`config.mk`:
```
export PLATFORM = sky130hd
export DESIGN_NAME = logo_anim_ctrl
export DESIGN_NICKNAME = d
export VERILOG_FILES = /design/src/rtl/logo_pkg.sv /design/src/rtl/vsync_edge_det.sv /design/src/rtl/logo_anim_ctrl.sv
export SDC_FILE = /design/constraint.sdc
export NUM_CORES = 1
export LEC_CHECK = 0
export ABC_CLOCK_PERIOD_IN_PS = 3400
export BUFFER_PORTS_ARGS = -buffer_cell sky130_fd_sc_hd__buf_2
export CORE_UTILIZATION = 60
export DETAILED_ROUTE_END_ITERATION = 6
export GPL_TIMING_DRIVEN = 0
export PLACE_DENSITY = 0.78
export SKIP_CTS_REPAIR_TIMING = 1
export SLEW_MARGIN = 20
export SYNTH_ARGS = -nofsm -noshare
export SYNTH_HDL_FRONTEND = slang
export SYNTH_HIERARCHICAL = 1
export SYNTH_SLANG_ARGS = --single-unit
export TNS_END_PERCENT = 1
```
`constraint.sdc`:
```
create_clock -name clk -period 3.4 [get_ports clk]
set_clock_uncertainty 0.15 [all_clocks]
set_input_delay 0.51 -clock clk [delete_from_list [all_inputs] [get_ports clk]]
set_output_delay 0.51 -clock clk [all_outputs]
set_load 0.005 [all_outputs]
```
`src/rtl/logo_pkg.sv`:
```
// logo_pkg: shared states, directions and default geometry for the logo painters
package logo_pkg;
  localparam int DELT_W = 11;
  localparam int DELT_MAX_DEF = 400;
  localparam int STEP_DEF = 2;
  typedef enum logic [1:0] {IDLE, REVEAL, SCROLL} state_e;
  typedef enum logic {RIGHT, LEFT} dir_e;
endpackage

```
`src/rtl/vsync_edge_det.sv`:
```
// vsync_edge_det: 2-flop synchroniser plus registered falling-edge pulse
// Ports: clk, rst_n (async active-low), sig_i (async level), fall_o (1-cycle pulse, 3 clk after sig_i falls)
module vsync_edge_det (
  input  logic clk,
  input  logic rst_n,
  input  logic sig_i,
  output logic fall_o
);
  // [0],[1] synchronise; [2] holds the previous synchronised value
  logic [2:0] sync_q;
  logic fall_q;
  always_ff @(posedge clk or negedge rst_n) begin
    if (!rst_n) begin
      sync_q <= '1;
      fall_q <= 1'b0;
    end else begin
      sync_q <= {sync_q[1:0], sig_i};
      fall_q <= sync_q[2] & ~sync_q[1];
    end
  end
  assign fall_o = fall_q;
endmodule

```
`src/rtl/logo_anim_ctrl.sv`:
```
// logo_anim_ctrl: frame-synchronous letter reveal and horizontal offset animation
// Ports: clk; rst (async active-low); enable, pause (levels); vsync (async, active-low);
//        delt (offset), letter_en (bit 0 = leftmost), frame_tick (vsync fall pulse), busy (not IDLE)
// Build option: LOGO_ANIM_WRAP_EN selects a one-way wrapping marquee instead of bouncing.
module logo_anim_ctrl
  import logo_pkg::*;
#(
  parameter int N_LETTERS       = 4,
  parameter int REVEAL_FRAMES   = 30,
  parameter int FRAMES_PER_STEP = 1,
  parameter int STEP            = STEP_DEF,
  parameter int DELT_MAX        = DELT_MAX_DEF
) (
  input  logic                 clk,
  input  logic                 rst,
  input  logic                 enable,
  input  logic                 pause,
  input  logic                 vsync,
  output logic [DELT_W-1:0]    delt,
  output logic [N_LETTERS-1:0] letter_en,
  output logic                 frame_tick,
  output logic                 busy
);
  localparam int CNT_W = 16;
  state_e state_q, state_d;
  dir_e dir_q, dir_d;
  logic [CNT_W-1:0] cnt_q, cnt_d;
  logic [DELT_W-1:0] delt_q, delt_d;
  logic [N_LETTERS-1:0] le_q, le_d, le_shift;
  logic [DELT_W:0] sum;
  logic busy_q, tick, over;
  vsync_edge_det u_vsync (
    .clk   (clk),
    .rst_n (rst),
    .sig_i (vsync),
    .fall_o(tick)
  );
  always_comb begin
    sum = {1'b0, delt_q} + (DELT_W+1)'(STEP);
    over = sum > (DELT_W+1)'(DELT_MAX);
    le_shift = (le_q << 1) | N_LETTERS'(1);
    state_d = state_q;
    dir_d = dir_q;
    cnt_d = cnt_q;
    delt_d = delt_q;
    le_d = le_q;
    // enable low is checked every clock, not just on ticks, and beats a coincident tick
    if (!enable) begin
      state_d = IDLE;
      dir_d = RIGHT;
      cnt_d = '0;
      delt_d = '0;
      le_d = '0;
    end else if (tick && !pause) begin
      unique case (state_q)
        IDLE: begin
          le_d = N_LETTERS'(1);
          cnt_d = '0;
          state_d = (N_LETTERS == 1) ? SCROLL : REVEAL;
        end
        REVEAL: begin
          if (cnt_q == CNT_W'(REVEAL_FRAMES - 1)) begin
            cnt_d = '0;
            le_d = le_shift;
            state_d = &le_shift ? SCROLL : REVEAL;
          end else cnt_d = cnt_q + CNT_W'(1);
        end
        SCROLL: begin
          if (cnt_q == CNT_W'(FRAMES_PER_STEP - 1)) begin
            cnt_d = '0;
`ifdef LOGO_ANIM_WRAP_EN
            delt_d = over ? '0 : sum[DELT_W-1:0];
`else
            if (dir_q == RIGHT) begin
              delt_d = over ? DELT_W'(DELT_MAX) : sum[DELT_W-1:0];
              dir_d = over ? LEFT : RIGHT;
            end else begin
              delt_d = (delt_q < DELT_W'(STEP)) ? '0 : delt_q - DELT_W'(STEP);
              dir_d = (delt_q < DELT_W'(STEP)) ? RIGHT : LEFT;
            end
`endif
          end else cnt_d = cnt_q + CNT_W'(1);
        end
        default: state_d = IDLE;
      endcase
    end
  end
  always_ff @(posedge clk or negedge rst) begin
    if (!rst) begin
      state_q <= IDLE;
      dir_q <= RIGHT;
      cnt_q <= '0;
      delt_q <= '0;
      le_q <= '0;
      busy_q <= 1'b0;
    end else begin
      state_q <= state_d;
      dir_q <= dir_d;
      cnt_q <= cnt_d;
      delt_q <= delt_d;
      le_q <= le_d;
      busy_q <= state_d != IDLE;
    end
  end
  assign delt = delt_q;
  assign letter_en = le_q;
  assign frame_tick = tick;
  assign busy = busy_q;
endmodule

```
; Word-level counts from Yosys, hierarchy flattened
; Cells that the tools add are included.
[op_classes]
n_addsub = 3
order_cmp = 2
eq_ne = 9
mux = 28
n_bitwise = 2
n_reduce_logical = 9
[op_table]
columns = cell, count
row1 = $mux W11, 7
row2 = $mux W16, 4
row3 = $pmux W16 S3, 1
row4 = $add A16 B1 Y16 const B, 1
row5 = $eq A16 B5 Y1 const B, 1
row6 = $logic_not A16 Y1, 1
row7 = $add A11 B2 Y12 const B, 1
row8 = $gt A12 B9 Y1 const B, 1
row9 = $mux W4, 3
row10 = $lt A11 B2 Y1 const B, 1
row11 = $sub A11 B2 Y11 const B, 1
row12 = $reduce_and A3 Y1, 3
row13 = $mux W2, 4
row14 = $pmux W4 S2, 1
row15 = $mux W1, 7
row16 = $ne A2 B1 Y1 const B, 3
row17 = $pmux W2 S3, 1
row18 = $ne A4 B1 Y1 const B, 1
row19 = $ne A3 B1 Y1 const B, 1
row20 = $ne A3 B3 Y1 const B, 1
row21 = $eq A2 B1 Y1 const B, 1
row22 = $eq A2 B2 Y1 const B, 1
row23 = $logic_not A2 Y1, 1
row24 = $reduce_and A2 Y1, 1
row25 = other kinds (5), 5
[word_totals]
reg_bits = 39
in_bits = 5
out_inout_bits = 17

; Depth between registers and ports, before layout
[depth]
word_depth = 8
mapped_depth = 10
depth_no_buf = 8

; By module
; Netlist, hierarchy kept.
[modules_own_cells]
columns = mod, instances, cells_each, area_per_inst_um2
row1 = logo_anim_ctrl, 1, 280, 2424.8
row2 = vsync_edge_det, 1, 5, 117.6

; Worst setup path after synthesis
; No wires, ideal clock.
[synth_timing]
path_type = reg2reg
from = register delt_q[1] (netlist: delt[1])
to = register delt_q[1] (netlist: delt[1])
arrival_ns = 2.391
slack_ns = 0.793
path_stages_with_launch = 11
n_path_buf = 2
synth_period_minus_slack_ns = 2.607
cell_sequence = dfrtp_1 buf_6 inv_1 ha_1 o21ba_1 a311oi_2 o22ai_1 a2111o_1 buf_6 a2111oi_4 a31o_1
[synth_via]
elab_chain_cells = 8
elab_cells_between_ends = 11
[synth_lines]
columns = element, line_no
row1 = from (decl), logo_anim_ctrl.sv:28  ; logic [DELT_W-1:0] delt_q, delt_d;
row2 = from (signal assigned), logo_anim_ctrl.sv:100  ; delt_q <= delt_d;
row3 = $add A11 B2 Y12, logo_anim_ctrl.sv:39  ; sum = {1'b0, delt_q} + (DELT_W+1)'(STEP);
row4 = $gt A12 B9 Y1, logo_anim_ctrl.sv:40  ; over = sum > (DELT_W+1)'(DELT_MAX);
row5 = $mux W11, logo_anim_ctrl.sv:75  ; delt_d = over ? DELT_W'(DELT_MAX) : sum[DELT_W-1:0];
row6 = $mux W11 *, logo_anim_ctrl.sv:74  ; if (dir_q == RIGHT) begin
row7 = $mux W11 *, logo_anim_ctrl.sv:69  ; if (cnt_q == CNT_W'(FRAMES_PER_STEP - 1)) begin
row8 = $mux W11 *, logo_anim_ctrl.sv:55  ; unique case (state_q)
row9 = $mux W11 *, logo_anim_ctrl.sv:54  ; end else if (tick && !pause) begin
row10 = $mux W11 *, logo_anim_ctrl.sv:48  ; if (!enable) begin
; Mark *: on every way between the ends. The rest lies on a longest branch, timed or not. The select of a mux whose other input is x is not followed.
; A chain may end at the register's enable or synchronous reset.

; Final worst setup path
; Same ends and word-level chain as after synthesis.

==> flow_metrics.tcl <==
set metrics [dict create \
    arrival_ps 2900 \
    cts_max_level 2 \
    die_h_um 67.1 \
    clock_latency_ps 290 \
    crit_top_cell "buf_6" \
    synth_xor_area_share_pct 5.86 \
    synthToLayoutAreaGrowth_pct 10.1 \
    synth_cells 285 \
    grt.overflow.total 0 \
    cts_tree "yes" \
    drc_errors 0 \
    rsz0062_at_grt "false" \
    hold_ws_ps 157 \
    hold_class "input pin to asynchronous set/reset pin" \
    netlist_area_um2 2540 \
    die_w_um 67.1 \
    grt_max_degree 39 \
    ys_types 67 \
    critPathLaunchType "register" \
    cts_buffers 5 \
    status "finished clean" \
    syn_area_per_cell_um2 8.92 \
    antenna_found_initial 0 \
    synth-simple-area-share_pct 28.6 \
    synthArstFlopShare_pct 100 \
    ys.warnings.count 6 \
    use_met1_pct 36.1 \
    cp_cell_sequence "buf_6 > inv_1 > ha_1 > o21ba_1 > a311oi_2 > o22ai_1 > a2111o_1 > buf_6 > a2111oi_4 > a31o_1" \
    cp.required_ps 3470 \
    reg2reg_to "delt[1]" \
    setup_viol 0 \
    cp_max_fo 10 \
    first_iter_violations 214 \
    clock.fmax_ghz 0.354 \
    grt_usage_pct 26.1 \
    post-route-min-period_ps 2820 \
    crit_type "register to register" \
    ant_nets 0 \
    busiest_layer "met2" \
    r2r_start "delt[1]" \
    firstDrtPassIters 4 \
    maxCapViolations 0 \
    maxSlewViolCount 0 \
    max_slew.worst_pin.slew_ps 835 \
    synth_seq_area_share_pct 37.5 \
    place_congestion 0.869 \
    root_buffer "clkbuf_8" \
    synth_compound_area_share_pct 14.7 \
    numPortBuffers 20 \
    p_per_area_nw_per_um2 303 \
    grt_pass1_wl_mm 8.72 \
    dpl.cell_count 355 \
    finalPower_mw 0.847 \
    cts.sinks 38 \
    relSlewSlack_pct 44.3 \
    clock_path_buffers 2 \
    via_per_inst 5.89 \
    synth_top_family_by_area "simple AND/OR/NAND/NOR gates" \
    endpoint_kind "register" \
    grt_pass1_vias 1912 \
    worstRegToRegCells 10 \
    fin_tns_setup_ps 0 \
    critical-path-max-stage-delay_ps 420 \
    synth_edf_count 0 \
    antenna_cells 0 \
    hold_viol_final 0 \
    synth_mux_area_share_pct 1.67 \
    grt_use_met2_pct 41.5 \
    post-route-util_pct 69.5 \
    cpMaxStageDelayCell "a2111o_1" \
    detail_route.wl_per_cell_um 14.6 \
    wirelength_mm 5.31 \
    syn_nets 299 \
    synthAdderAreaFrac_pct 4.43 \
    r2r_slack_ps 580 \
    initial_core_util_pct 63.1 \
    nets 326 \
    n_fill_cell 329 \
    core_um2 4030 \
    fin_crit_sh_pct 83.0 \
    synth_seq_cells 38 \
    synth_top_flop_cell "dfrtp_1" \
    power_leakage_nw 1.28 \
    final_cells 363 \
    vdd_ir_drop_max_uv 311 \
    num_vias 2137 \
    clk_pin_slew_ps 70 \
    drive_gt1_share_pct 19.8 \
    die-area_um2 4500 \
    num_rows 23 \
    met3_usage_pct 4.28 \
    ios 22 \
    dpl.hpwl_mm 3.94 \
]
==> per-layer routing <==
layer / vias up / share of wire [%] / wire length, um
met1: 1027 / 49 / 2590
met4: 0 / 1.2 / 63
met3: 7 / 4.2 / 224
met5: - / 0 / 0
li1: 1058 / - / -
met2: 45 / 46 / 2430
==> how the worst max path moves through the flow <==
stage            start      end  slack (ps)
2_1_floorplan  delt[1]  delt[1]         790
3_3_place_gp   delt[1]  delt[1]         650
3_5_place_dp   delt[1]  delt[1]         600
4_1_cts        delt[1]  delt[1]         570
5_1_grt        delt[1]  delt[1]         480
6_report       delt[1]  delt[1]         580
==> through the flow <==
stage                     setup WS [ps]  instance area, um2
after global routing                482                2800
after CTS                           573                2800
after floorplan                     793                2540
after detailed placement            599                2710
after global placement              652                2710
final                               577                2800
==> power by group <==
group / internal, mW / total (mW) / switching [mW] / leakage (nW)
Combinational: 0.0231 / 0.0637 / 0.0406 / 0.717
Clock: 0.163 / 0.321 / 0.158 / 0.0472
Sequential: 0.459 / 0.462 / 0.00391 / 0.518
==> cells in the mapped netlist (4+ instances only) <==
cell | number | area share, %
xor2_1 | 9 | 3.1
nor2_1 | 32 | 4.7
xnor2_1 | 8 | 2.8
buf_6 | 5 | 2.2
inv_1 | 14 | 2.1
ha_1 | 9 | 4.4
buf_2 | 4 | 0.79
or3_1 | 6 | 1.5
nand2_1 | 23 | 3.4
a21oi_1 | 9 | 1.8
nor3_1 | 14 | 2.8
and3_1 | 4 | 0.98
nand4_1 | 8 | 2.0
o21ai_0 | 12 | 2.4
dfrtp_1 | 35 | 34
nand3_1 | 12 | 2.4
==> state kept, by name, summed over array words and instances, names as in the netlist <==
register	count
busy	1
u_vsync/fall_o	1
delt	10
cnt_q	16
dir_q	1
state_q	2
letter_en	4
u_vsync/sync_q	3
==> kinds of logic after synthesis <==
logic type,Yosys count
other,1
muxes,4
AOI/OAI and AO/OA,52
and+or+nand+nor,132
DFF,38
adders and majority gates,9
xor gates and xnor gates,17
buffers and inverters,32
==> area by class of cell <==
| cell class | count | area, um2 | area share [%] |
|---|---|---|---|
| clock buffers | 6 | 82.6 | 2.95 |
| flip-flops and latches | 38 | 955 | 34.1 |
| multi-input cells | 215 | 1410 | 50.4 |
| well taps | 50 | 62.6 | 2.23 |
| clock inverters | 2 | 12.5 | 0.447 |
| plain buffers | 17 | 121 | 4.33 |
| repair buffers | 20 | 100 | 3.57 |
| inverters | 15 | 56.3 | 2.01 |
==> placed cells by master, fill, tap and decap left out, drive strengths merged, types with 3 or more instances in the layout <==
cell,count
dfrtp,35
buf,33
nor2,32
nand2,23
nor3,16
o21ai,15
inv,14
nand3,12
clkbuf,10
a21oi,9
xor2,9
ha,9
nand4,8
xnor2,8
or3,6
and3,5
nor4,5
nand2b,4
and2,4
o211ai,3
or2,3
a31oi,3
o22ai,3
dfstp,3
nor2b,3
==> worst max-delay path, delay by kind of cell, from the launching register on <==
kind	cells	cell delay [ps]
flip-flops	1	380
adder cells (fa/ha/maj)	1	340
AO/OA/AOI/OAI	6	1480
buffers and inverters	3	390
Note: power is estimated with default switching activity, not from simulation.
